===== config.mk =====
export PLATFORM = sky130hd
export DESIGN_NAME = fifo_param
export DESIGN_NICKNAME = d
export VERILOG_FILES = /design/src/rtl/fifo_param.sv
export SDC_FILE = /design/constraint.sdc
export NUM_CORES = 1
export LEC_CHECK = 0
export ABC_AREA = 1
export BUFFER_PORTS_ARGS = -buffer_cell sky130_fd_sc_hd__buf_2
export CAP_MARGIN = 10
export CELL_PAD_IN_SITES_DETAIL_PLACEMENT = 0
export CELL_PAD_IN_SITES_GLOBAL_PLACEMENT = 1
export CORE_MARGIN = 4
export CORE_UTILIZATION = 44
export DETAILED_ROUTE_END_ITERATION = 12
export GPL_ROUTABILITY_DRIVEN = 1
export PLACE_DENSITY = 0.85
export SLEW_MARGIN = 20
export SYNTH_ARGS = -nofsm -noshare
export SYNTH_HDL_FRONTEND = slang
export SYNTH_SLANG_ARGS = --single-unit

===== constraint.sdc =====
create_clock -name clock -period 2.2 [get_ports clock]
set_clock_uncertainty 0.05 [all_clocks]
set_input_delay 0.55 -clock clock [delete_from_list [all_inputs] [get_ports clock]]
set_output_delay 0.55 -clock clock [all_outputs]
set_load 0.1 [all_outputs]

===== src/rtl/fifo_param.sv =====
// Single-clock synchronous FIFO with registered read data, occupancy count,
// almost-full/almost-empty thresholds and one-cycle overflow/underflow pulses.
module fifo_param #(
  parameter int DATA_WIDTH = 8,
  parameter int DEPTH      = 16,
  parameter int AF_LEVEL   = DEPTH - 2,
  parameter int AE_LEVEL   = 2
) (
  input  logic                       clock,
  input  logic                       reset,
  input  logic [DATA_WIDTH-1:0]      data_in,
  input  logic                       write_enb,
  input  logic                       read,
  input  logic                       flush,
  output logic [DATA_WIDTH-1:0]      data_out,
  output logic                       full,
  output logic                       empty,
  output logic                       almost_full,
  output logic                       almost_empty,
  output logic [$clog2(DEPTH):0]     count,
  output logic                       overflow,
  output logic                       underflow
);

  localparam int AW = $clog2(DEPTH);
  localparam int CW = AW + 1;
  localparam logic [CW-1:0] AF_THR = CW'(AF_LEVEL);
  localparam logic [CW-1:0] AE_THR = CW'(AE_LEVEL);
  localparam logic [CW-1:0] ONE_C  = CW'(1);

  logic [DATA_WIDTH-1:0] mem_r [DEPTH];
  logic [AW-1:0]         wr_ptr_r;
  logic [AW-1:0]         rd_ptr_r;
  logic                  wr_acc_s;
  logic                  rd_acc_s;
  logic [CW-1:0]         count_nxt_s;

  // Acceptance decisions and next occupancy; flush overrides both requests.
  always_comb begin
    rd_acc_s    = 1'b0;
    wr_acc_s    = 1'b0;
    count_nxt_s = count;
    if (flush) begin
      count_nxt_s = {CW{1'b0}};
    end else begin
      rd_acc_s = read & ~empty;
      // A full FIFO still takes a write when a read frees a slot on the same edge.
      wr_acc_s = write_enb & (~full | rd_acc_s);
      case ({wr_acc_s, rd_acc_s})
        2'b10:   count_nxt_s = count + ONE_C;
        2'b01:   count_nxt_s = count - ONE_C;
        default: count_nxt_s = count;
      endcase
    end
  end

  // Storage array: written only on accepted writes, never reset.
  always_ff @(posedge clock) begin
    if (wr_acc_s) begin
      mem_r[wr_ptr_r] <= data_in;
    end
  end

  // Pointers, read data, occupancy and status flags.
  always_ff @(posedge clock) begin
    if (reset) begin
      wr_ptr_r     <= {AW{1'b0}};
      rd_ptr_r     <= {AW{1'b0}};
      data_out     <= {DATA_WIDTH{1'b0}};
      count        <= {CW{1'b0}};
      full         <= 1'b0;
      empty        <= 1'b1;
      almost_full  <= 1'b0;
      almost_empty <= 1'b1;
      overflow     <= 1'b0;
      underflow    <= 1'b0;
    end else begin
      if (flush) begin
        wr_ptr_r <= {AW{1'b0}};
        rd_ptr_r <= {AW{1'b0}};
      end else begin
        if (wr_acc_s) begin
          wr_ptr_r <= wr_ptr_r + AW'(1);
        end
        if (rd_acc_s) begin
          rd_ptr_r <= rd_ptr_r + AW'(1);
          data_out <= mem_r[rd_ptr_r];
        end
      end
      count        <= count_nxt_s;
      full         <= (count_nxt_s == CW'(DEPTH));
      empty        <= (count_nxt_s == {CW{1'b0}});
      almost_full  <= (count_nxt_s >= AF_THR);
      almost_empty <= (count_nxt_s <= AE_THR);
      overflow     <= write_enb & ~flush & ~wr_acc_s;
      underflow    <= read & ~flush & empty;
    end
  end

endmodule


==> Flow_metrics.wiki <==
{| class="wikitable"
! Metric !! Value
|-
| TritonCTS Buffers || 17
|-
| Remaining antenna violation count after routing || 0
|-
| Part of the cycle the worst path needs || 0.910
|-
| Proportion of layout cells with a drive suffix above 1 || 0.161
|-
| Core Footprint || 14100 µm²
|-
| IR Drop Worst-Case VDD || about 0.50 mV
|-
| Clock slew at reported path FFs || about 60 ps
|-
| Run status || finished clean
|-
| Number of synthesized register bits || roughly 160
|-
| Largest net degree at the start of global routing || 50
|-
| Startpoint kind of the worst setup timing path || register
|-
| Antenna violations before repair || 0
|-
| Critical Path AT || between 2000 and 2500 ps
|-
| Clock root buffer || sky130_fd_sc_hd__clkbuf_16
|-
| Placed standard-cell area || 6900 µm²
|-
| # placed instances || between 700 and 800
|-
| Overall global routing resource usage || 0.179
|-
| Insertion delay of the later-clocked pin in the worst-skew pair || around 420 ps
|-
| Hold_ws || around 320 ps
|-
| Fin Setup TNS || 0 ps
|-
| Final Util || 0.524
|-
| Finished Layout Cells || slightly above 800
|-
| DRC marker count from the first detailed-route iteration || 413
|-
| Crit Path Category || reg -> reg
|-
| Height of the die || 129 µm
|-
| Overall overflow remaining after global route || 0
|-
| Mapped Area || 6430 µm²
|-
| Setup crit end kind || register
|-
| Total vias in the final route || 4352
|-
| Post-synth cell types || 26
|-
| Width of the die || approximately 130 µm
|-
| Pins Over Slew Limit || 0
|-
| Number of diodes || 0
|-
| Core Rows || 43
|-
| Register area share after synthesis || 0.681
|-
| Half-perimeter wire length after placement || around 9400 µm
|-
| Worst slew margin relative to its limit || 0.607
|-
| Count of instances resized after the clock tree is built || 0
|-
| Class of the worst hold path || in -> reg
|-
| Die area || roughly 17000 µm²
|-
| Routed wire per std cell || between 15 and 20 µm
|-
| Port buffer count || 31
|-
| Vias in the first global route || 4153
|-
| Post-route design area || roughly 7400 µm²
|-
| Count of max-cap constraint violations || 0
|-
| Post-Synthesis Mean Instance Area || 11.2 µm²
|-
| Final Wtd Congestion || 0.846
|-
| Clock tree from TritonCTS || done
|-
| Critical Path RT || between 2000 and 2500 ps
|-
| Number of post-CTS setup repair buffers || 0
|-
| Detailed-route wire length || 14300 µm
|-
| Gate count of the mapped netlist || about 580
|-
| Number of endpoints failing setup at the final stage || 0
|-
| Starting density of the core || 0.456
|-
| CTS Sinks || between 150 and 200
|-
| Vias per Instance || ~5.3
|-
| Pwr/cell area || 861 nW/µm²
|-
| Leakage power figure || 2.70 nW
|-
| Fmax achieved || between 400 and 500 MHz
|-
| Most frequent cells in the layout || 136 x sky130_fd_sc_hd__nor2_1, 128 x sky130_fd_sc_hd__edfxtp_1, 66 x sky130_fd_sc_hd__o21ai_0
|-
| CTS H-tree depth || 4
|-
| First-pass DRT Iterations || 7
|-
| Area growth from synthesis to final layout || 14.8%
|-
| Worst-path maximum fanout || 3
|-
| Worst-margin pin slew || about 590 ps
|-
| First-pass GRT wire length || 22400 µm
|-
| Layout Nets || approximately 650
|-
| Commonest non-fill, non-tap cell in the layout || sky130_fd_sc_hd__nor2_1
|-
| Syn nets || between 500 and 600
|-
| Count of synthesis-stage warnings from yosys || 0
|-
| Drt drc || 0
|-
| Unrepaired setup endpoints after global routing || no
|-
| Post-route minimum period || between 2000 and 2500 ps
|-
| CTS max path bufs || 2
|-
| I/O pin count || 32
|-
| CTS Hold Buffers Added || 0
|-
| Hold violation total from the final report || 0
|}
-- power by group --
| part | total (W) | internal [W] | switching [W] |
|---|---|---|---|
| combinational | 0.000667 | 0.000156 | 0.000510 |
| clock | 0.00244 | 0.00140 | 0.00104 |
| sequential | 0.00325 | 0.00322 | 0.0000298 |
-- metrics by stage --
step | total power [W] | worst slack [ps]
after floorplan | 0.00381 | 12.0
after global placement | 0.00397 | 24.7
after detailed placement | 0.00398 | -33.7
after CTS | 0.00641 | 194
after global routing | 0.00660 | 6.75
final | 0.00636 | 198
-- synthesized netlist by cell type --
cell type                  instances  share of area
sky130_fd_sc_hd__a21oi_1          11         0.0086
sky130_fd_sc_hd__a21oi_2           1         0.0014
sky130_fd_sc_hd__buf_2            15          0.012
sky130_fd_sc_hd__buf_4             2         0.0023
sky130_fd_sc_hd__buf_6             5         0.0088
sky130_fd_sc_hd__clkbuf_1          5         0.0029
sky130_fd_sc_hd__clkbuf_2          2         0.0016
sky130_fd_sc_hd__dfxtp_1          27          0.084
sky130_fd_sc_hd__edfxtp_1        128           0.60
sky130_fd_sc_hd__ha_1              8          0.016
sky130_fd_sc_hd__inv_1            30          0.018
sky130_fd_sc_hd__inv_2             3         0.0018
sky130_fd_sc_hd__inv_4             1        0.00097
sky130_fd_sc_hd__nand2_1          44          0.026
sky130_fd_sc_hd__nand2_2           2         0.0019
sky130_fd_sc_hd__nand3_1          44          0.034
sky130_fd_sc_hd__nor2_1          136          0.079
sky130_fd_sc_hd__nor2_2            1        0.00097
sky130_fd_sc_hd__nor2_4            1         0.0018
sky130_fd_sc_hd__nor4_2            1         0.0019
sky130_fd_sc_hd__o211ai_1         24          0.028
sky130_fd_sc_hd__o21a_1            8         0.0093
sky130_fd_sc_hd__o21ai_0          67          0.052
sky130_fd_sc_hd__o21ai_1           8         0.0062
sky130_fd_sc_hd__xnor2_1           2         0.0027
sky130_fd_sc_hd__xor2_1            1         0.0014
-- critical path, stage by stage, from the launching register on --
cell and delay [ps]:
sky130_fd_sc_hd__dfxtp_4 360, sky130_fd_sc_hd__inv_2 60, sky130_fd_sc_hd__nand2_4 50, sky130_fd_sc_hd__nand2_2 70
sky130_fd_sc_hd__nand2_2 80, sky130_fd_sc_hd__ha_4 170, sky130_fd_sc_hd__nand2_1 50, sky130_fd_sc_hd__inv_1 50
sky130_fd_sc_hd__nor2_2 110, sky130_fd_sc_hd__ha_1 240, sky130_fd_sc_hd__nor2_1 90, sky130_fd_sc_hd__nor2_1 40
sky130_fd_sc_hd__o21ai_1 130, sky130_fd_sc_hd__nand2_1 90, sky130_fd_sc_hd__a21oi_2 130, sky130_fd_sc_hd__nand2_1 60
sky130_fd_sc_hd__nor2_1 100
-- state kept, by name (all words and copies together), names as in the netlist, 4 cells and up --
signal and count:
count 5, data_out 8, mem_r 128, rd_ptr_r 4
wr_ptr_r 4
-- final timing paths --
| kind | startpoint | to | slack (ps) | cells after the start |
|---|---|---|---|---|
| setup / recovery | empty | full | 200 | 16 |
| hold / removal | reset | count[2] | 320 | 2 |
| setup reg to reg | empty | full | 200 | 16 |
| hold reg to reg | empty | underflow | 440 | 2 |
-- logic make-up (layout without fill, tap and decap cells) --
kind of cell	count (synthesis)	count (layout)	share of synthesized area
adder cells (fa/ha/maj)	8	8	0.0156
XOR/XNOR	3	3	0.00408
AND/OR/NAND/NOR	229	229	0.146
buffers and inverters	63	124	0.0475
AO/OA/AOI/OAI	119	119	0.106
flip-flops	155	155	0.681
-- routing by layer --
layer | track usage | up-vias | part of all wire | wire, µm
li1 | - | 2112 | - | -
met1 | 0.224 | 2085 | 0.42 | 6040
met2 | 0.299 | 121 | 0.50 | 7230
met3 | 0.0436 | 34 | 0.045 | 643
met4 | 0.0729 | 0 | 0.029 | 417
met5 | 0 | - | 0 | 0
-- layout make-up --
| type | instances | area [µm²] |
|---|---|---|
| flip-flops and latches | 155 | 4390 |
| clock buffers | 19 | 433 |
| clock inverters | 12 | 58.8 |
| multi-input cells | 359 | 1770 |
| fillers | 1226 | 6710 |
| repair buffers | 59 | 378 |
| well taps | 180 | 225 |
| inverters | 34 | 130 |
(Power assumes the default switching activity.)
